$ cat src/rtl/ro_trng_core.sv
// ro_trng_core: ring-oscillator entropy source with staged ring enables,
// warm-up delay, optional von Neumann debiasing, repetition-count health test
// and WORD_W-bit word packing behind a valid/ready output.
//
// Ports:
//   clk, rst        clock; asynchronous active-low reset
//   enable_i        run request (level)
//   test_mode_i     use test_bit_i/test_valid_i instead of the rings
//   test_bit_i      injected raw bit, qualified by test_valid_i
//   debias_en_i     enable von Neumann corrector
//   rdy_i           consumer ready
//   data_o/valid_o  packed output word / word pending
//   enable_o        last stage of the enable chain (cascade)
//   busy_o          FSM in RAMP or WARMUP
//   health_fail_o   sticky repetition-count failure

// One ring: STAGES inverting latches closed through a sampling flop, so the
// only loop in the ring passes through a register.
module ro_trng_ring #(
  parameter int STAGES = 5
) (
  input  logic              clk,
  input  logic              rst,
  input  logic              enable_i,
  input  logic [STAGES-1:0] stage_en,
  output logic              samp
);
  logic [STAGES-1:0] lat;

  for (genvar k = 0; k < STAGES; k++) begin : g_stage
    logic pred;
    logic q;
    if (k == 0) begin : g_head
      assign pred = samp;
    end else begin : g_body
      assign pred = lat[k-1];
    end
    // Latch clears whenever the run request drops.
    always_latch begin
      if (!rst || !enable_i) q <= 1'b0;
      else if (stage_en[k])  q <= ~pred;
    end
    assign lat[k] = q;
  end

  always_ff @(posedge clk or negedge rst) begin
    if (!rst) samp <= 1'b0;
    else      samp <= lat[STAGES-1];
  end
endmodule

module ro_trng_core #(
  parameter int NUM_RINGS     = 3,
  parameter int BASE_STAGES   = 5,
  parameter int WORD_W        = 8,
  parameter int REP_LIMIT     = 16,
  parameter int WARMUP_CYCLES = 64
) (
  input  logic              clk,
  input  logic              rst,
  input  logic              enable_i,
  input  logic              test_mode_i,
  input  logic              test_bit_i,
  input  logic              test_valid_i,
  input  logic              debias_en_i,
  input  logic              rdy_i,
  output logic [WORD_W-1:0] data_o,
  output logic              valid_o,
  output logic              enable_o,
  output logic              busy_o,
  output logic              health_fail_o
);
  localparam int L    = NUM_RINGS*BASE_STAGES + NUM_RINGS*(NUM_RINGS-1);
  localparam int CW   = $clog2(WORD_W+1);
  localparam int WU_W = $clog2(WARMUP_CYCLES+1);

  typedef enum logic [2:0] {S_IDLE, S_RAMP, S_WARMUP, S_RUN, S_FAIL} state_t;
  state_t state_q, state_d;

  logic [L-1:0]         en_chain;
  logic [NUM_RINGS-1:0] samp;
  logic [WU_W-1:0]      wu_cnt;
  logic [7:0]           rep_cnt, rep_next;
  logic                 rep_prev, pair_have, pair_bit;
  logic [WORD_W-1:0]    coll, word, top_bit;
  logic [CW-1:0]        cnt;
  logic                 raw_vld, raw_bit, rep_trip, acc, acc_bit;
  logic                 word_done, out_free, xfer;

  // Enable chain threads ring 0 first, then ring 1, ...; flushed in FAIL.
  always_ff @(posedge clk or negedge rst) begin
    if (!rst) en_chain <= '0;
    else      en_chain <= {en_chain[L-2:0], (state_q == S_FAIL) ? 1'b0 : enable_i};
  end
  assign enable_o = en_chain[L-1];

  for (genvar i = 0; i < NUM_RINGS; i++) begin : g_ring
    localparam int STG = BASE_STAGES + 2*i;
    localparam int OFF = i*BASE_STAGES + i*(i-1);
    ro_trng_ring #(.STAGES(STG)) u_ring (
      .clk      (clk),
      .rst      (rst),
      .enable_i (enable_i),
      .stage_en (en_chain[OFF +: STG]),
      .samp     (samp[i])
    );
  end

  // FSM
  always_ff @(posedge clk or negedge rst) begin
    if (!rst) state_q <= S_IDLE;
    else      state_q <= state_d;
  end

  always_comb begin
    state_d = state_q;
    case (state_q)
      S_IDLE:   if (enable_i) state_d = S_RAMP;
      S_RAMP:   if (!enable_i) state_d = S_IDLE;
                else if (enable_o) state_d = S_WARMUP;
      S_WARMUP: if (!enable_i) state_d = S_IDLE;
                else if (wu_cnt == '0) state_d = S_RUN;
      S_RUN:    if (!enable_i) state_d = S_IDLE;
                else if (rep_trip) state_d = S_FAIL;
      S_FAIL:   if (!enable_i) state_d = S_IDLE;
      default:  state_d = S_IDLE;
    endcase
  end

  assign busy_o = (state_q == S_RAMP) || (state_q == S_WARMUP);

  // Raw bit source, health test and debias decision
  always_comb begin
    raw_vld  = (state_q == S_RUN) && enable_i && (!test_mode_i || test_valid_i);
    raw_bit  = test_mode_i ? test_bit_i : ^samp;
    // rep_cnt == 0 marks "no previous bit since entering RUN".
    rep_next = (rep_cnt == 8'd0 || raw_bit != rep_prev) ? 8'd1 : rep_cnt + 8'd1;
    rep_trip = raw_vld && (rep_next == 8'(REP_LIMIT));
    if (debias_en_i) begin
      acc     = raw_vld && pair_have && (pair_bit != raw_bit);
      acc_bit = pair_bit;
    end else begin
      acc     = raw_vld;
      acc_bit = raw_bit;
    end
    // A failure in the same cycle suppresses the bit (failure wins).
    acc = acc && !rep_trip;
    top_bit = '0;
    top_bit[WORD_W-1] = acc_bit;
    // A full, stalled collector keeps its word and drops new bits.
    word      = (cnt == CW'(WORD_W)) ? coll : ((coll >> 1) | top_bit);
    word_done = (cnt == CW'(WORD_W)) || (acc && cnt == CW'(WORD_W-1));
    xfer      = valid_o && rdy_i;
    out_free  = !valid_o || rdy_i;
  end

  always_ff @(posedge clk or negedge rst) begin
    if (!rst) begin
      wu_cnt        <= '0;
      rep_cnt       <= '0;
      rep_prev      <= 1'b0;
      pair_have     <= 1'b0;
      pair_bit      <= 1'b0;
      coll          <= '0;
      cnt           <= '0;
      data_o        <= '0;
      valid_o       <= 1'b0;
      health_fail_o <= 1'b0;
    end else begin
      if (state_q == S_RAMP && state_d == S_WARMUP) wu_cnt <= WU_W'(WARMUP_CYCLES-1);
      else if (state_q == S_WARMUP && wu_cnt != '0) wu_cnt <= wu_cnt - 1'b1;

      if (state_q == S_FAIL || rep_trip) begin
        valid_o   <= 1'b0;
        data_o    <= '0;
        coll      <= '0;
        cnt       <= '0;
        pair_have <= 1'b0;
        rep_cnt   <= '0;
        if (rep_trip)       health_fail_o <= 1'b1;
        else if (!enable_i) health_fail_o <= 1'b0;
      end else if (!enable_i) begin
        // Leaving for IDLE: drop partial state, keep a pending output word.
        coll      <= '0;
        cnt       <= '0;
        pair_have <= 1'b0;
        rep_cnt   <= '0;
        if (xfer) valid_o <= 1'b0;
      end else begin
        if (xfer) valid_o <= 1'b0;
        if (raw_vld) begin
          rep_cnt   <= rep_next;
          rep_prev  <= raw_bit;
          pair_have <= debias_en_i ? !pair_have : 1'b0;
          pair_bit  <= raw_bit;
        end
        if (word_done) begin
          if (out_free) begin
            data_o  <= word;
            valid_o <= 1'b1;
            coll    <= '0;
            cnt     <= '0;
          end else begin
            coll <= word;
            cnt  <= CW'(WORD_W);
          end
        end else if (acc) begin
          coll <= word;
          cnt  <= cnt + 1'b1;
        end
      end
    end
  end
endmodule

$ cat config.mk
export PLATFORM = sky130hd
export DESIGN_NAME = ro_trng_core
export DESIGN_NICKNAME = d
export VERILOG_FILES = /design/src/rtl/ro_trng_core.sv
export SDC_FILE = /design/constraint.sdc
export NUM_CORES = 1
export LEC_CHECK = 0
export ABC_AREA = 1
export CAP_MARGIN = 20
export CORE_MARGIN = 8
export CORE_UTILIZATION = 30
export DETAILED_ROUTE_END_ITERATION = 10
export GPL_ROUTABILITY_DRIVEN = 0
export SETUP_SLACK_MARGIN = 0.3
export SLEW_MARGIN = 20
export SYNTH_ARGS = -nofsm -noshare
export SYNTH_HDL_FRONTEND = slang
export SYNTH_SLANG_ARGS = --single-unit
export TNS_END_PERCENT = 100
$ cat constraint.sdc
create_clock -name clk -period 2.29 [get_ports clk]
set_clock_uncertainty 0.05 [all_clocks]
set_input_delay 0.3435 -clock clk [delete_from_list [all_inputs] [get_ports clk]]
set_output_delay 0.3435 -clock clk [all_outputs]
set_load 0.01 [all_outputs]
### After elaboration in Yosys (flattened, before gate mapping)

Index checks and enable logic that the tools add are counted.

| operators by class | value |
|---|---|
| mux-type cells | 129 |
| reduce and logical (&&, ||, !) cells | 35 |
| equality and inequality tests | 13 |
| bitwise logic cells | 23 |
| add/subtract/negate cells | 3 |

Operator list:

| kind | number |
|---|---|
| $mux W8 | 14 |
| $mux W1 | 99 |
| $mux W3 | 8 |
| $not A1 Y1 | 22 |
| $mux W4 | 5 |
| $pmux W3 S5 | 1 |
| $mux W7 | 2 |
| $logic_and A1 B1 Y1 | 10 |
| $eq A3 B2 Y1 const B | 3 |
| $add A8 B1 Y8 const B | 1 |
| $eq A8 B5 Y1 const B | 1 |
| $logic_not A8 Y1 | 1 |
| $or A7 B8 Y8 | 1 |
| $reduce_bool A2 Y1 | 4 |
| $logic_not A7 Y1 | 1 |
| $logic_or A1 B1 Y1 | 7 |
| $reduce_bool A7 Y1 | 1 |
| $sub A7 B1 Y7 const B | 1 |
| $logic_not A1 Y1 | 6 |
| $reduce_and A3 Y1 | 2 |
| $add A4 B1 Y4 const B | 1 |
| $eq A4 B3 Y1 const B | 1 |
| $eq A4 B4 Y1 const B | 1 |
| $ne A4 B1 Y1 const B | 1 |
| 8 further kinds | 9 |

| storage, ports and cells | value |
|---|---|
| bits in latches | 21 |
| input port bits | 8 |
| bits in registers | 66 |

### Longest topological paths before layout

| logic depth | value |
|---|---|
| depth after elaboration | 14 |
| gate-level depth with buffers | 18 |

### Cells and area by module

A second synthesis with hierarchy kept.

| second synthesis, totals | value |
|---|---|
| cells, all modules | 426 |
| area total of the unflattened synthesis | 3,743.6 sq um |

By module, submodules not included:

| module | cells an instance | area each (sq um) | instances | seq. area each (sq um) |
|---|---|---|---|---|
| ro_trng_core | 332 | 3,006.6 | 1 | 1,576.5 |
| ro_trng_ring at g_ring[2].u_ring | 40 | 306.5 | 1 | 25.0 |
| ro_trng_ring at g_ring[1].u_ring | 32 | 261.5 | 1 | 25.0 |
| ro_trng_ring at g_ring[0].u_ring | 22 | 168.9 | 1 | 25.0 |

==> flow_metrics.py <==
metrics = {
    "synthesis": {
        "yosysTopAreaCell": "dfrtp_1",
        "netlist_area_um2": 3660,
        "syn_area_per_cell_um2": 8.70,
        "synthDistinctLibCells": 35,
        "synth.most_common_cell": "dfrtp_1",
        "ys_ff_latch": 87,
        "yosys-top-cells-area": "dfrtp_1 45%, dlxtp_1 8.6%, nand2_1 6.5%, inv_1 5.4%, nand3_1 4.9%",
        "synth_common_cells": "66 x dfrtp_1, 63 x nand2_1, 53 x inv_1",
        "synth_cells": 421,
        "ys.flop_type": "dfrtp_1",
        "async_flop_share_pct": 75.9,
        "yosysWarnings": 0,
        "syn-num-nets": 434,
        "synth_edf_count": 0,
        "synth_top_area_share_pct": 45.1,
    },
    "placed_design": {
        "dp.cells": 587,
        "place_area_um2": 4070,
        "dp_hpwl_um": 5170,
        "pre_cts_ws_ns": -0.00370,
        "port_buffers": 19,
    },
    "timing": {
        "maxSlewViolCount": 0,
        "untimed_endpoints": 24,
        "rsz0062_at_grt": "yes",
        "timing.setup.tns_ns": 0,
        "fin_ws_ns": 0.189,
        "finalCritPeriodShare_pct": 91.8,
        "hold_violations": 0,
        "worst_pin_slew_ns": 0.585,
        "setup_viol": 0,
        "fmax_mhz": 476,
        "slew_headroom_pct": 60.9,
        "unclocked_regs": 21,
        "fin_crit_ns": 2.10,
    },
    "power_and_ir_drop": {
        "internal_power_mw": 2.24,
        "total_power_mw": 3.04,
        "p_comb_share_pct": 11.1,
        "power.switching_mw": 0.800,
        "p_leak_nw": 2.26,
        "powerDensity_nw_per_um2": 634,
        "peakVddDrop_uv": 431,
        "pwr-share-seq_pct": 43.0,
        "p_clk_share_pct": 45.8,
        "switching_share_pct": 26.4,
    },
    "global_routing": {
        "met2_usage_pct": 17.0,
        "grt-busiest-layer": "met2",
        "use_met1_pct": 12.0,
        "grt_pass1_vias": 2823,
        "grt_usage_pct": 10.1,
        "grt_pass1_wl_um": 13200,
        "antenna_found_initial": 0,
        "grt_overflow": 0,
        "grt_max_degree": 42,
        "grt_use_met3_pct": 2.43,
    },
    "drt": {
        "firstDrtPassIters": 4,
        "vias": 2885,
        "post-route-drc-count": 0,
        "routed_wl_um": 7670,
        "drtAntennaViolNets": 0,
        "first_iter_violations": 227,
        "via_per_inst": 4.67,
        "wl_per_cell_um": 12.4,
    },
    "worst_setup_path": {
        "cp_max_fo": 8,
        "cp_data_required_time_ns": 2.46,
        "startpoint_type": "flop",
        "crit_arrival_ns": 2.27,
        "crit_type": "flop to flop",
        "end_kind": "flop",
    },
    "die": {
        "fp.dieH_um": 126,
        "start_util_pct": 30.6,
        "die_w_um": 126,
        "core_area_um2": 12000,
        "rows": 40,
        "die-area_um2": 16000,
        "pin_count": 20,
    },
    "clock_network": {
        "cts_made_buffers": 9,
        "clock_latency_ns": 0.33,
        "h-tree-depth": 3,
        "cts.root.buffer_cell": "clkbuf_16",
        "cts_tree": "yes",
        "clkSlewWorstSetupHoldPaths_ns": 0.06,
        "cts_max_path_buffers": 2,
    },
    "cells_and_area": {
        "antenna_cells": 0,
        "fillers": 1132,
        "final_area_um2": 4790,
        "syn_to_final_growth_pct": 30.7,
        "final_nets": 479,
        "drive_above_1_share_pct": 28.5,
        "final_cells": 618,
    },
    "status": {
        "status": "finished, final reports clean",
    },
    "job": {
        "drv_cap": 0,
    },
    "min_path": {
        "min_path_type": "flop to flop",
    },
}
-- flip-flops by register name, summed over array words and instances, names as in the netlist --
register	flops
wu_cnt	7
en_chain	21
state_q	3
rep_cnt	8
pair_bit	1
health_fail_o	1
cnt	4
pair_have	1
valid_o	1
g_ring.u_ring.samp	3
g_ring.u_ring.g_stage.q	21
data_o	8
coll	8
-- placed cells by master, fill, tap and decap left out, types with 5 or more instances in the layout --
cell type	instances
o21ai_1	9
inv_1	51
nor3_1	5
or2_2	21
nand4_1	11
dfrtp_1	65
nor2_2	5
nand2_2	12
clkbuf_16	9
inv_2	8
xor2_1	6
nand3_2	15
buf_4	18
nand2_1	52
nand2_4	6
nand3_1	23
o21ai_0	15
dlxtp_1	21
nor2_1	43
clkdlybuf4s50_1	17
-- logic make-up (layout without fill, tap and decap cells) --
family / after synthesis / after routing / share of synthesized area [%]
compound gates: 44 / 45 / 6.80
xor+xnor: 6 / 6 / 1.43
fa+ha+maj: 5 / 5 / 1.71
buf+inv: 70 / 118 / 7.55
flops: 66 / 66 / 45.1
latches: 21 / 21 / 8.61
simple gates: 209 / 210 / 28.8
-- layer usage --
layer  routed length, µm  share of wire [%]
met5                   0                  0
met4                 109                1.4
met3                 194                2.5
met2                3910                 51
met1                3450                 45
-- final cells by class --
class                      instances  area [µm²]  area share, %
inverter                          60         238           4.97
sequential                        87        1970           41.1
clock buffer                       9         225           4.70
timing repair buffer              42         379           7.92
clock inverter                     7        80.1           1.67
multi-input combinational        266        1710           35.8
tap                              147         184           3.84
-- power by group through the flow --
| stage | Combinational (mW) | Sequential, mW | Clock (mW) |
|---|---|---|---|
| 3_3_place_gp | 0.287 | 1.32 | 0 |
| 5_1_grt | 0.390 | 1.32 | 1.49 |
| 4_1_cts | 0.318 | 1.30 | 1.42 |
| 3_5_place_dp | 0.296 | 1.33 | 0 |
| 2_1_floorplan | 0.190 | 1.31 | 0 |
| 6_report | 0.338 | 1.31 | 1.39 |
-- stage by stage --
step | utilization (%) | hold WS, ns
after detailed placement | 34.0 | 0.149
after floorplan | - | -0.00209
final | 40.0 | 0.312
after CTS | 38.0 | 0.316
after global routing | 40.0 | 0.322
after global placement | 34.0 | 0.143
-- critical path: stages (launching register included) --
cell	delay [ns]
dfrtp_2	0.41
ha_4	0.15
nand2_2	0.06
inv_2	0.08
nand2_4	0.06
nor2_4	0.09
nand2_1	0.05
nand2_1	0.05
nand2_1	0.05
nand3b_4	0.17
nand2_2	0.07
inv_2	0.04
nand2_4	0.12
nand3_4	0.12
nand2_8	0.12
nand3_4	0.13
nand3_2	0.12
nand2_2	0.04
-- final timing paths --
check	start	endpoint	slack, ns	depth (start not counted)
setup / recovery	rep_cnt[0]	data_o[2]	0.19	17
hold / removal	en_chain[15]	en_chain[16]	0.31	0
setup reg to reg	rep_cnt[0]	data_o[2]	0.19	17
hold reg to reg	en_chain[15]	en_chain[16]	0.31	0
max in group asynchronous	rst	rep_cnt[0]	1.26	3
min in group asynchronous	rst	en_chain[8]	0.34	2
-- timing repair --
action,CTS,global route
pin swaps,7,7
gates resized for setup,25,47
setup buffers,5,7
gates cloned,2,0
hold endpoints to repair,5,0
endpoints found under the setup margin,28,34
hold buffers,1,0
No activity file was read; power rests on OpenSTA's default activity.
